--- config.mk ---
export PLATFORM = sky130hd
export DESIGN_NAME = multimode_ff_bank
export DESIGN_NICKNAME = d
export VERILOG_FILES = /design/src/rtl/multimode_ff_pkg.sv /design/src/rtl/multimode_ff_bank_ff_cell.sv /design/src/rtl/multimode_ff_bank.sv
export SDC_FILE = /design/constraint.sdc
export NUM_CORES = 1
export LEC_CHECK = 0
export ABC_AREA = 1
export ABC_CLOCK_PERIOD_IN_PS = 2700
export CORE_ASPECT_RATIO = 1.75
export CORE_UTILIZATION = 45
export DETAILED_ROUTE_END_ITERATION = 10
export GPL_TIMING_DRIVEN = 0
export PLACE_DENSITY = 0.85
export SLEW_MARGIN = 30
export SYNTH_ARGS = -nofsm -noshare
export SYNTH_HDL_FRONTEND = slang
export SYNTH_SLANG_ARGS = --single-unit
--- constraint.sdc ---
create_clock -name clk -period 2.7 [get_ports clk]
set_input_delay 0.405 -clock clk [delete_from_list [all_inputs] [get_ports clk]]
set_output_delay 0.405 -clock clk [all_outputs]
set_load 0.03 [all_outputs]
--- src/rtl/multimode_ff_pkg.sv ---
// Shared mode encodings and the single-bit next-state rule for the multimode flip-flop bank.
package multimode_ff_pkg;

   localparam logic [1:0] MODE_JK = 2'b00;
   localparam logic [1:0] MODE_D  = 2'b01;
   localparam logic [1:0] MODE_T  = 2'b10;
   localparam logic [1:0] MODE_SR = 2'b11;

   typedef struct packed {
      logic q;
      logic illegal;
   } bit_nxt_t;

   // Next value of one bit. The illegal flag is raised only for S=R=1 in SR mode,
   // and in that case the bit holds.
   function automatic bit_nxt_t next_bit(input logic [1:0] mode,
                                         input logic       q,
                                         input logic       a,
                                         input logic       b);
      bit_nxt_t r;
      r.q       = q;
      r.illegal = 1'b0;
      case (mode)
         MODE_JK: begin
            case ({a, b})
               2'b01:   r.q = 1'b0;
               2'b10:   r.q = 1'b1;
               2'b11:   r.q = ~q;
               default: r.q = q;
            endcase
         end
         MODE_D:  r.q = a;
         MODE_T:  r.q = a ? ~q : q;
         default: begin
            case ({a, b})
               2'b10:   r.q = 1'b1;
               2'b01:   r.q = 1'b0;
               2'b11:   r.illegal = 1'b1;
               default: r.q = q;
            endcase
         end
      endcase
      return r;
   endfunction

endpackage

--- src/rtl/multimode_ff_bank_ff_cell.sv ---
// One bit of the bank: combinational mode-dependent next state plus illegal-SR flag.
module ff_cell
   import multimode_ff_pkg::*;
(
   input  logic [1:0] mode,
   input  logic       q,
   input  logic       a,
   input  logic       b,
   output logic       q_nxt,
   output logic       illegal
);

   bit_nxt_t nxt;

   // Evaluate the shared next-state rule for this bit.
   always_comb begin
      nxt     = next_bit(mode, q, a, b);
      q_nxt   = nxt.q;
      illegal = nxt.illegal;
   end

endmodule

--- src/rtl/multimode_ff_bank.sv ---
// Bank of WIDTH flip-flops sharing one run-time mode (JK/D/T/SR), with enable,
// synchronous clear, parallel load, change pulses, sticky SR error and a
// saturating change counter. All outputs are registered.
module multimode_ff_bank
   import multimode_ff_pkg::*;
#(
   parameter int                 WIDTH     = 8,
   parameter logic [WIDTH-1:0]   RESET_VAL = '0,
   parameter int                 CNT_W     = 8
)(
   input  logic             clk,
   input  logic             reset,
   input  logic [1:0]       mode,
   input  logic             en,
   input  logic             sclr,
   input  logic             load,
   input  logic [WIDTH-1:0] ld_data,
   input  logic [WIDTH-1:0] a,
   input  logic [WIDTH-1:0] b,
   input  logic             err_clr,
   output logic [WIDTH-1:0] q,
   output logic [WIDTH-1:0] changed,
   output logic             err_sr,
   output logic [CNT_W-1:0] chg_cnt
);

   localparam logic [CNT_W-1:0] CNT_MAX = '1;

   logic [WIDTH-1:0] q_upd;
   logic [WIDTH-1:0] bit_ill;
   logic [WIDTH-1:0] q_nxt;
   logic             err_set;
   logic             q_flip;

   for (genvar g = 0; g < WIDTH; g++) begin : g_cell
      ff_cell u_cell (
         .mode    (mode),
         .q       (q[g]),
         .a       (a[g]),
         .b       (b[g]),
         .q_nxt   (q_upd[g]),
         .illegal (bit_ill[g])
      );
   end

   // Priority select of the next q: sclr, then load, then mode update, else hold.
   always_comb begin
      q_nxt = q;
      if (sclr)
         q_nxt = RESET_VAL;
      else if (load)
         q_nxt = ld_data;
      else if (en)
         q_nxt = q_upd;
   end

   // Error is only meaningful when the SR update is actually applied.
   always_comb begin
      err_set = en && !sclr && !load && (mode == MODE_SR) && (|bit_ill);
      q_flip  = (q_nxt != q);
   end

   // State, change pulses, sticky error and saturating event counter.
   always_ff @(posedge clk or negedge reset) begin
      if (!reset) begin
         q       <= RESET_VAL;
         changed <= '0;
         err_sr  <= 1'b0;
         chg_cnt <= '0;
      end else begin
         q       <= q_nxt;
         changed <= q_nxt ^ q;
         if (err_set)
            err_sr <= 1'b1;
         else if (err_clr)
            err_sr <= 1'b0;
         if (sclr)
            chg_cnt <= '0;
         else if (q_flip && (chg_cnt != CNT_MAX))
            chg_cnt <= chg_cnt + CNT_W'(1);
      end
   end

endmodule

== After elaboration in Yosys (flattened, before gate mapping) ==
Index checks and enable logic that the tools add are counted.
Word-level totals
  flip-flop bits (word level): 25
  input port bits: 32
  output and inout bits: 25
  word-level logic and storage cells: 110
Cells by class
  $add $sub $neg: 1
  equal/unequal tests: 29
  muxes and demuxes: 55
  bitwise gates (word level): 9
  reductions and logical operators: 12
Operators with widths (number)
  one-hot mux 1 bit (3 select lines): 16
  two-way mux 8 bit: 5
  == test 2 bit (second input constant): 18
  two-way mux 1 bit: 26
  == test 2 x 1 -> 1 bit (second input constant): 9
  one-hot mux 1 bit (2 select lines): 8
  adder 8 x 1 -> 8 bit (second input constant): 1
  inequality test 8 bit: 1
  inequality test 8 bit (second input constant): 1
  inverter 1 bit: 8
  OR reduction 8 bit: 1
  XOR 8 bit: 1
  logical AND 1 bit: 5
  nonzero test 2 bit: 2
  OR reduction 3 bit: 1
  zero test 1 bit: 2
  zero test 2 bit: 1

== Logic depth before layout (Yosys ltp) ==
Gate-level depths: netlist of the first run.
  word-level depth: 10
  depth in mapped cells: 17
  gate-level depth less buffers: 16

== Modules after synthesis ==
Synthesis of the first run repeated with hierarchy kept, for this count alone.
Unflattened totals
  cells, all modules: 352
  area, all modules: 2387.3 um^2
By module, submodules not included
  multimode_ff_bank: times used 1, cells an instance 192, area each 1556.5 um^2, sequential area each 625.6 um^2
  ff_cell: times used 8, cells an instance 20, area each 103.8 um^2, sequential area each 0.0 um^2

== Worst setup path before layout of the first run ==
No wires, ideal clock.
  path type: input -> register
  start: in en
  end: reg chg_cnt[3]
  setup time: 0.066 ns
  arrival: 1.742 ns
  data required time: 2.634 ns
  path slack: 0.892 ns
  stages on the path: 14
  buffers on the path: 2
  cells stage by stage: buf_2 buf_2 o21ai_0 a21oi_1 nand2_1 nand2_1 nand2_1 nand2_1 nand3_1 nor2_2 nand2_4 nand2_8 nand3_2 nand2_1
On the way
  word-level cells in the longest chain between the ends: 6
RTL lines
  from (decl): line multimode_ff_bank.sv:14  | input logic en,
  two-way mux 8 bit: line multimode_ff_bank.sv:53  | else if (en)
  two-way mux 8 bit: line multimode_ff_bank.sv:51  | else if (load)
  two-way mux 8 bit: line multimode_ff_bank.sv:49  | if (sclr)
  inequality test 8 bit: line multimode_ff_bank.sv:60  | q_flip = (q_nxt != q);
  logical AND 1 bit: line multimode_ff_bank.sv:79  | else if (q_flip && (chg_cnt != CNT_MAX))
  nonzero test 2 bit (no source line)
  to (signal assigned): line multimode_ff_bank.sv:80  | chg_cnt <= chg_cnt + CNT_W'(1);
  to (decl): line multimode_ff_bank.sv:24  | output logic [CNT_W-1:0] chg_cnt
No other way between the ends.
A chain may end at the register's enable or synchronous reset.

== Worst setup path after layout of the first run ==
  start: in mode[1]
  end: reg chg_cnt[3]
On the way
  word-level cells in the longest chain between the ends: 8
RTL lines
  from (decl): line multimode_ff_bank.sv:13  | input logic [1:0] mode,
  == test 2 bit, or another cell as far along: line multimode_ff_pkg.sv:23  | case (mode)
  one-hot mux 1 bit (3 select lines): line multimode_ff_pkg.sv:23
  two-way mux 8 bit *: line multimode_ff_bank.sv:53
  two-way mux 8 bit *: line multimode_ff_bank.sv:51
  two-way mux 8 bit *: line multimode_ff_bank.sv:49
  inequality test 8 bit *: line multimode_ff_bank.sv:60
  logical AND 1 bit *: line multimode_ff_bank.sv:79
  nonzero test 2 bit (no source line) *
Mark *: on every way between the ends. The rest lies on a longest branch, timed or not.

==> impl_metrics.toml, run 1 <==
[worst_setup_path]
critPathMaxStageDelay_ns = 0.57
critPathLaunchType = "input port"
required_ns = 2.90
arrival_ns = 2.64
critPathSlowestCell = "clkdlybuf4s50_1"
crit_chain = "clkdlybuf4s50_1 -> nor2_2 -> nand2_1 -> o21ai_1 -> nand2_1 -> nand2_1 -> nand2_1 -> nand2_1 -> nand3_1 -> nand2_1 -> nand2_1 -> nor2_2 -> nand2_4 -> nand2_8 -> nand3_2 -> nand2_1"
crit_fanout = 9
crit_path_end_kind = "register"
cp_top_family = "simple AND/OR/NAND/NOR gates"
crit_top_cell = "nand2_1"
worstSetupPathType = "input port to register"
timing.critical_path.buf_inv = 1

[routing]
drc = 0
vias_per_cell = 5.03
drt_pre_antenna_iters = 4
antenna_left = 0
wirelength_um = 4900
vias = 2093
wl_per_cell_um = 11.8
drt_iter0_drc = 51

[power_and_ir_drop]
p_leak_nw = 1.49
switchingPower_mw = 0.351
power.total_mw = 1.02
swShare_pct = 34.3
seqPwrFrac_pct = 41.7
internal_power_mw = 0.671
ir_drop_v = 0.000320
p_clk_share_pct = 21.2
combPwrFrac_pct = 37.1
power.density_nw_per_um2 = 368

[yosys]
synthCells = 307
ys_types = 26
avgSynthCellArea_um2 = 6.94
syn-num-nets = 356
yosys_warnings = 0
yosysSeqAreaShare_pct = 29.4
mappedNetlistArea_um2 = 2130
ys_seq_elements = 25

[timing]
rsz0062_at_grt = "no"
setup_viol = 0
worst_pin_slew_ns = 0.543
finalWorstSetupSlack_ns = 0.259
finClkSkew_ns = 0.00654
slew_headroom_pct = 63.8
period_share_pct = 90.4
hold_viol = 0
slew_violations = 0
max_freq_mhz = 410
period_needed_ns = 2.44

[placed_design]
gp_congestion = 0.876
io_buffers = 54
dpl_cell_area_um2 = 2730
hpwlAfterDp_um = 4020
dp_cells = 412
dp_worst_setup_slack_ns = -0.00154

[min_path]
hold_path_class = "input port to asynchronous set/reset pin"

[cells_and_area]
num_antenna_cells = 0
area_growth_pct = 30.2
fin_nets = 415
design_area_um2 = 2780
multi_input_comb_area_um2 = 1230
stdcell_count = 416
fill_cells = 443
drive_gt1_share_pct = 9.59
final_core_util_pct = 61.9
regArea_um2 = 626

[floorplan]
die_h_um = 93.0
die_x_um = 54.0
rows = 32
core_area_um2 = 4480
dieArea_um2 = 5030
start_util_pct = 47.5
num_io_pins = 57

[grt]
grt_max_degree = 26
grt_overflow_total = 0
grt_usage_pct = 21.1
grt_pass1_vias = 1986
antenna_found_initial = 0
grt_pass1_wl_um = 8020

[clocking]
cts-hold-fix-buffers = 0
cts_tree = "done"
clk_path_buf_depth = 2
cts_buffers = 3
cts_resized = 0
cts_num_sinks = 25
clk_latency_ns = 0.27
ctsRootBufferMaster = "clkbuf_8"
cts_setup_buffers = 0
clk_pin_slew_worst_paths_ns = 0.08
htreeDepth = 1

[outcome]
status = "finished, final reports clean"

[job]
cap_viol_max_count = 0
==> area by class of cell <==
class / instances / area share (%)
well taps: 51 / 2.30
plain buffers: 14 / 3.38
flip-flops and latches: 25 / 22.5
multi-input cells: 220 / 44.4
clock buffers: 4 / 1.62
inverters: 48 / 6.49
repair buffers: 54 / 19.3
==> metal layers <==
| layer | global-route usage, % | routed length (µm) | vias to the layer above |
|---|---|---|---|
| met3 | 1.95 | 170 | 12 |
| met2 | 40.0 | 2680 | 60 |
| met4 | 9.19 | 101 | 0 |
| met5 | 0 | 0 | - |
| met1 | 21.8 | 1950 | 944 |
| li1 | - | - | 1077 |
==> cell usage after synthesis (all sizes together) <==
| cell | instances | area share, % |
|---|---|---|
| nand3b | 9 | 3.2 |
| clkinv | 2 | 0.35 |
| o21bai | 1 | 0.35 |
| a21oi | 7 | 1.6 |
| nand2 | 98 | 19 |
| xor2 | 6 | 2.5 |
| o211ai | 6 | 2.1 |
| nor2 | 30 | 5.6 |
| clkbuf | 2 | 0.35 |
| buf | 12 | 4.1 |
| o21ai | 9 | 2.1 |
| dfrtp | 25 | 29 |
| ha | 17 | 10 |
| nor4 | 2 | 0.59 |
| nand4 | 9 | 2.6 |
| nand3 | 26 | 8.2 |
| inv | 46 | 8.1 |
==> final timing paths <==
path                         start    endpoint  slack (ns)  depth (start not counted)
setup / recovery           mode[1]  chg_cnt[3]        0.26                         16
hold / removal               reset  chg_cnt[5]        0.12                          1
setup reg to reg              q[6]  chg_cnt[3]        0.88                         13
hold reg to reg             err_sr      err_sr        0.53                          2
max in group asynchronous    reset        q[4]        2.22                          1
min in group clk            err_sr      err_sr        0.53                          2
==> power by group through the flow <==
stage	Sequential (mW)	Clock (mW)	Combinational, mW
6_report	0.427	0.216	0.379
5_1_grt	0.431	0.241	0.418
3_3_place_gp	0.434	0	0.370
3_5_place_dp	0.434	0	0.379
4_1_cts	0.427	0.222	0.380
2_1_floorplan	0.472	0	0.184
==> logic make-up (layout without fill, tap and decap cells) <==
group                    after synthesis  after routing  share of synthesized area [%]
AO/OA/AOI/OAI                         23             23                           6.22
buffers and inverters                 62            120                           12.9
AND/OR/NAND/NOR                      174            174                           39.1
adder cells (fa/ha/maj)               17             17                           9.98
XOR/XNOR                               6              6                           2.47
flip-flops                            25             25                           29.4
==> cell usage in the layout, fill, tap and decap left out <==
cell type	n
o21ai_0	3
o21ai_1	6
nor4_1	2
nor2_2	3
nand3_1	17
nand2_8	1
xor2_1	6
a21oi_1	7
inv_2	3
ha_1	17
nand4_1	9
nand3b_1	9
nand2_4	2
nor2_1	27
inv_1	43
dfrtp_1	25
nand2_1	94
nand2_2	1
o211ai_1	6
clkinv_1	2
clkdlybuf4s50_1	53
buf_2	4
buf_6	1
o21bai_1	1
buf_4	8
clkbuf_8	3
clkbuf_1	3
nand3_2	9
==> state kept, by name, summed over array words and instances, names as in the netlist <==
name     cells
err_sr       1
chg_cnt      8
changed      8
q            8
==> stage by stage <==
stage	hold WS, ns	setup TNS (ns)
floorplan	0.109	0
detailed placement	0.426	-0.00154
global placement	0.511	0
global route	0.151	0
CTS	0.132	0
finish	0.115	0
(Power assumes the default switching activity.)
==> run 2, diff against run 1 <==
CELL_PAD_IN_SITES_DETAIL_PLACEMENT = 1   (was unset)
CELL_PAD_IN_SITES_GLOBAL_PLACEMENT = 1   (was unset)
CORE_UTILIZATION = 37   (was 45)
PLACE_DENSITY = 0.95   (was 0.85)
==> impl_metrics.toml, run 2 (synthesis gave the netlist of run 1 again) <==
[outcome]
status = "finished, final reports clean"

[power_and_ir_drop]
ir_drop_v = 0.000164
p_leak_nw = 1.50
power.total_mw = 1.05
p_clk_share_pct = 21.9
internal_power_mw = 0.670
power.density_nw_per_um2 = 373
swShare_pct = 36.3
switchingPower_mw = 0.381
combPwrFrac_pct = 37.4
seqPwrFrac_pct = 40.6

[routing]
vias_per_cell = 4.98
drt_iter0_drc = 48
wl_per_cell_um = 13.9
vias = 2197
drt_pre_antenna_iters = 4
drc = 0
antenna_left = 0
wirelength_um = 6120

[timing]
period_needed_ns = 2.48
slew_violations = 0
period_share_pct = 92.0
finClkSkew_ns = 0.00535
rsz0062_at_grt = "no"
max_freq_mhz = 403
worst_pin_slew_ns = 0.578
hold_viol = 0
setup_viol = 0
slew_headroom_pct = 61.5
whs_ns = 0.113
finalWorstSetupSlack_ns = 0.216

[cells_and_area]
final_cell_mix = "nand2_1, clkdlybuf4s50_1, inv_1"
area_growth_pct = 32.1
final_core_util_pct = 50.8
stdcell_count = 441
drive_gt1_share_pct = 9.86
reg.largest.list = "changed: 8 flops, chg_cnt: 8 flops, q: 8 flops"
fin_nets = 415
final_common_cell = "nand2_1"
num_antenna_cells = 0

[clocking]
clk_pin_slew_worst_paths_ns = 0.09
cts_buffers = 3
cts_setup_buffers = 0
clk_latency_ns = 0.28
cts_tree = "done"
cts_num_sinks = 25
clk_path_buf_depth = 2
htreeDepth = 1
cts-hold-fix-buffers = 0
ctsRootBufferMaster = "clkbuf_8"

[worst_setup_path]
worstSetupPathType = "input port to register"
crit_path_end_kind = "register"
crit_top_cell = "nand2_1"
crit_chain = "clkdlybuf4s50_1 -> nand2_4 -> inv_2 -> nand2_1 -> a21oi_1 -> nor2_1 -> nand2_1 -> nand3_1 -> nand2_1 -> nand2_1 -> nor2_2 -> nand2_4 -> nand2_8 -> nand3_2 -> nand2_1"
required_ns = 2.92
arrival_ns = 2.70
critPathSlowestCell = "clkdlybuf4s50_1"
crit_fanout = 10
critPathLaunchType = "input port"
critPathMaxStageDelay_ns = 0.70

[floorplan]
num_io_pins = 57
rows = 36
start_util_pct = 38.5
dieArea_um2 = 6080
core_area_um2 = 5540
die_h_um = 102
die_x_um = 59.4

[placed_design]
io_buffers = 54
dp_cells = 437
gp_congestion = 0.817
hpwlAfterDp_um = 4920
dp_worst_setup_slack_ns = -0.124

[grt]
grt_pass1_wl_um = 10300
grt_overflow_total = 0
grt_max_degree = 26
grt_pass1_vias = 2281
grt_usage_pct = 21.8
antenna_found_initial = 0

[job]
cap_viol_max_count = 0

[min_path]
hold_path_class = "input port to asynchronous set/reset pin"
run 2: cell count changes in the layout (fill, tap and decap cells not counted):
cell and delta:
nor2_2 -1, clkinv_2 +1, clkdlybuf4s50_1 -1, dlymetal6s2s_1 +1, nor2_4 +1, clkbuf_1 -1
run 2: critical path: cells and delay by family:
kind                   cells  cell delay, ns
AND/OR/NAND/NOR           12            1.29
buffers and inverters      2            0.85
AO/OA/AOI/OAI              1            0.13
run 2: path summary, 6_finish.rpt:
kind / startpoint / endpoint / slack, ns / depth (start not counted)
worst min-delay path: reset / chg_cnt[1] / 0.11 / 1
max in group asynchronous: reset / chg_cnt[6] / 2.20 / 1
worst max-delay path: mode[1] / chg_cnt[6] / 0.22 / 15
worst max register to register: q[5] / chg_cnt[6] / 0.81 / 14
min in group clk: err_sr / err_sr / 0.53 / 2
worst min register to register: err_sr / err_sr / 0.53 / 2
run 2: power by group through the flow:
stage               logic (mW)  registers [mW]  clock network, mW
floorplan                0.184           0.472                  0
global placement         0.378           0.433                  0
detailed placement       0.392           0.435                  0
CTS                      0.396           0.427              0.233
global route             0.433           0.432              0.244
finish                   0.393           0.427              0.231
run 2: metrics by stage:
step                      TNS [ns]  instance area [µm²]
final                            0                 2820
after CTS                        0                 2810
after global placement      -0.335                 2770
after detailed placement    -0.891                 2760
after global routing             0                 2820
after floorplan                  0                 2130
run 2: cell type report:
| class | count | area [µm²] |
|---|---|---|
| multi-input cells | 220 | 1240 |
| well taps | 76 | 95.1 |
| plain buffers | 14 | 93.8 |
| flip-flops and latches | 25 | 626 |
| fillers | 726 | 2730 |
| inverters | 48 | 180 |
| clock inverters | 1 | 5.00 |
| clock buffers | 3 | 41.3 |
| repair buffers | 54 | 538 |
run 2: repair_timing:
item | CTS | global route
hold endpoints to repair | 0 | 0
setup endpoints to repair | 0 | 8
resized for setup | 0 | 2
run 2: routing by layer:
metal | global-route usage, % | part of all wire [%]
met4 | 8.79 | 3.0
met1 | 24.5 | 39
met5 | 0 | 0
met3 | 1.77 | 1.9
met2 | 40.9 | 56
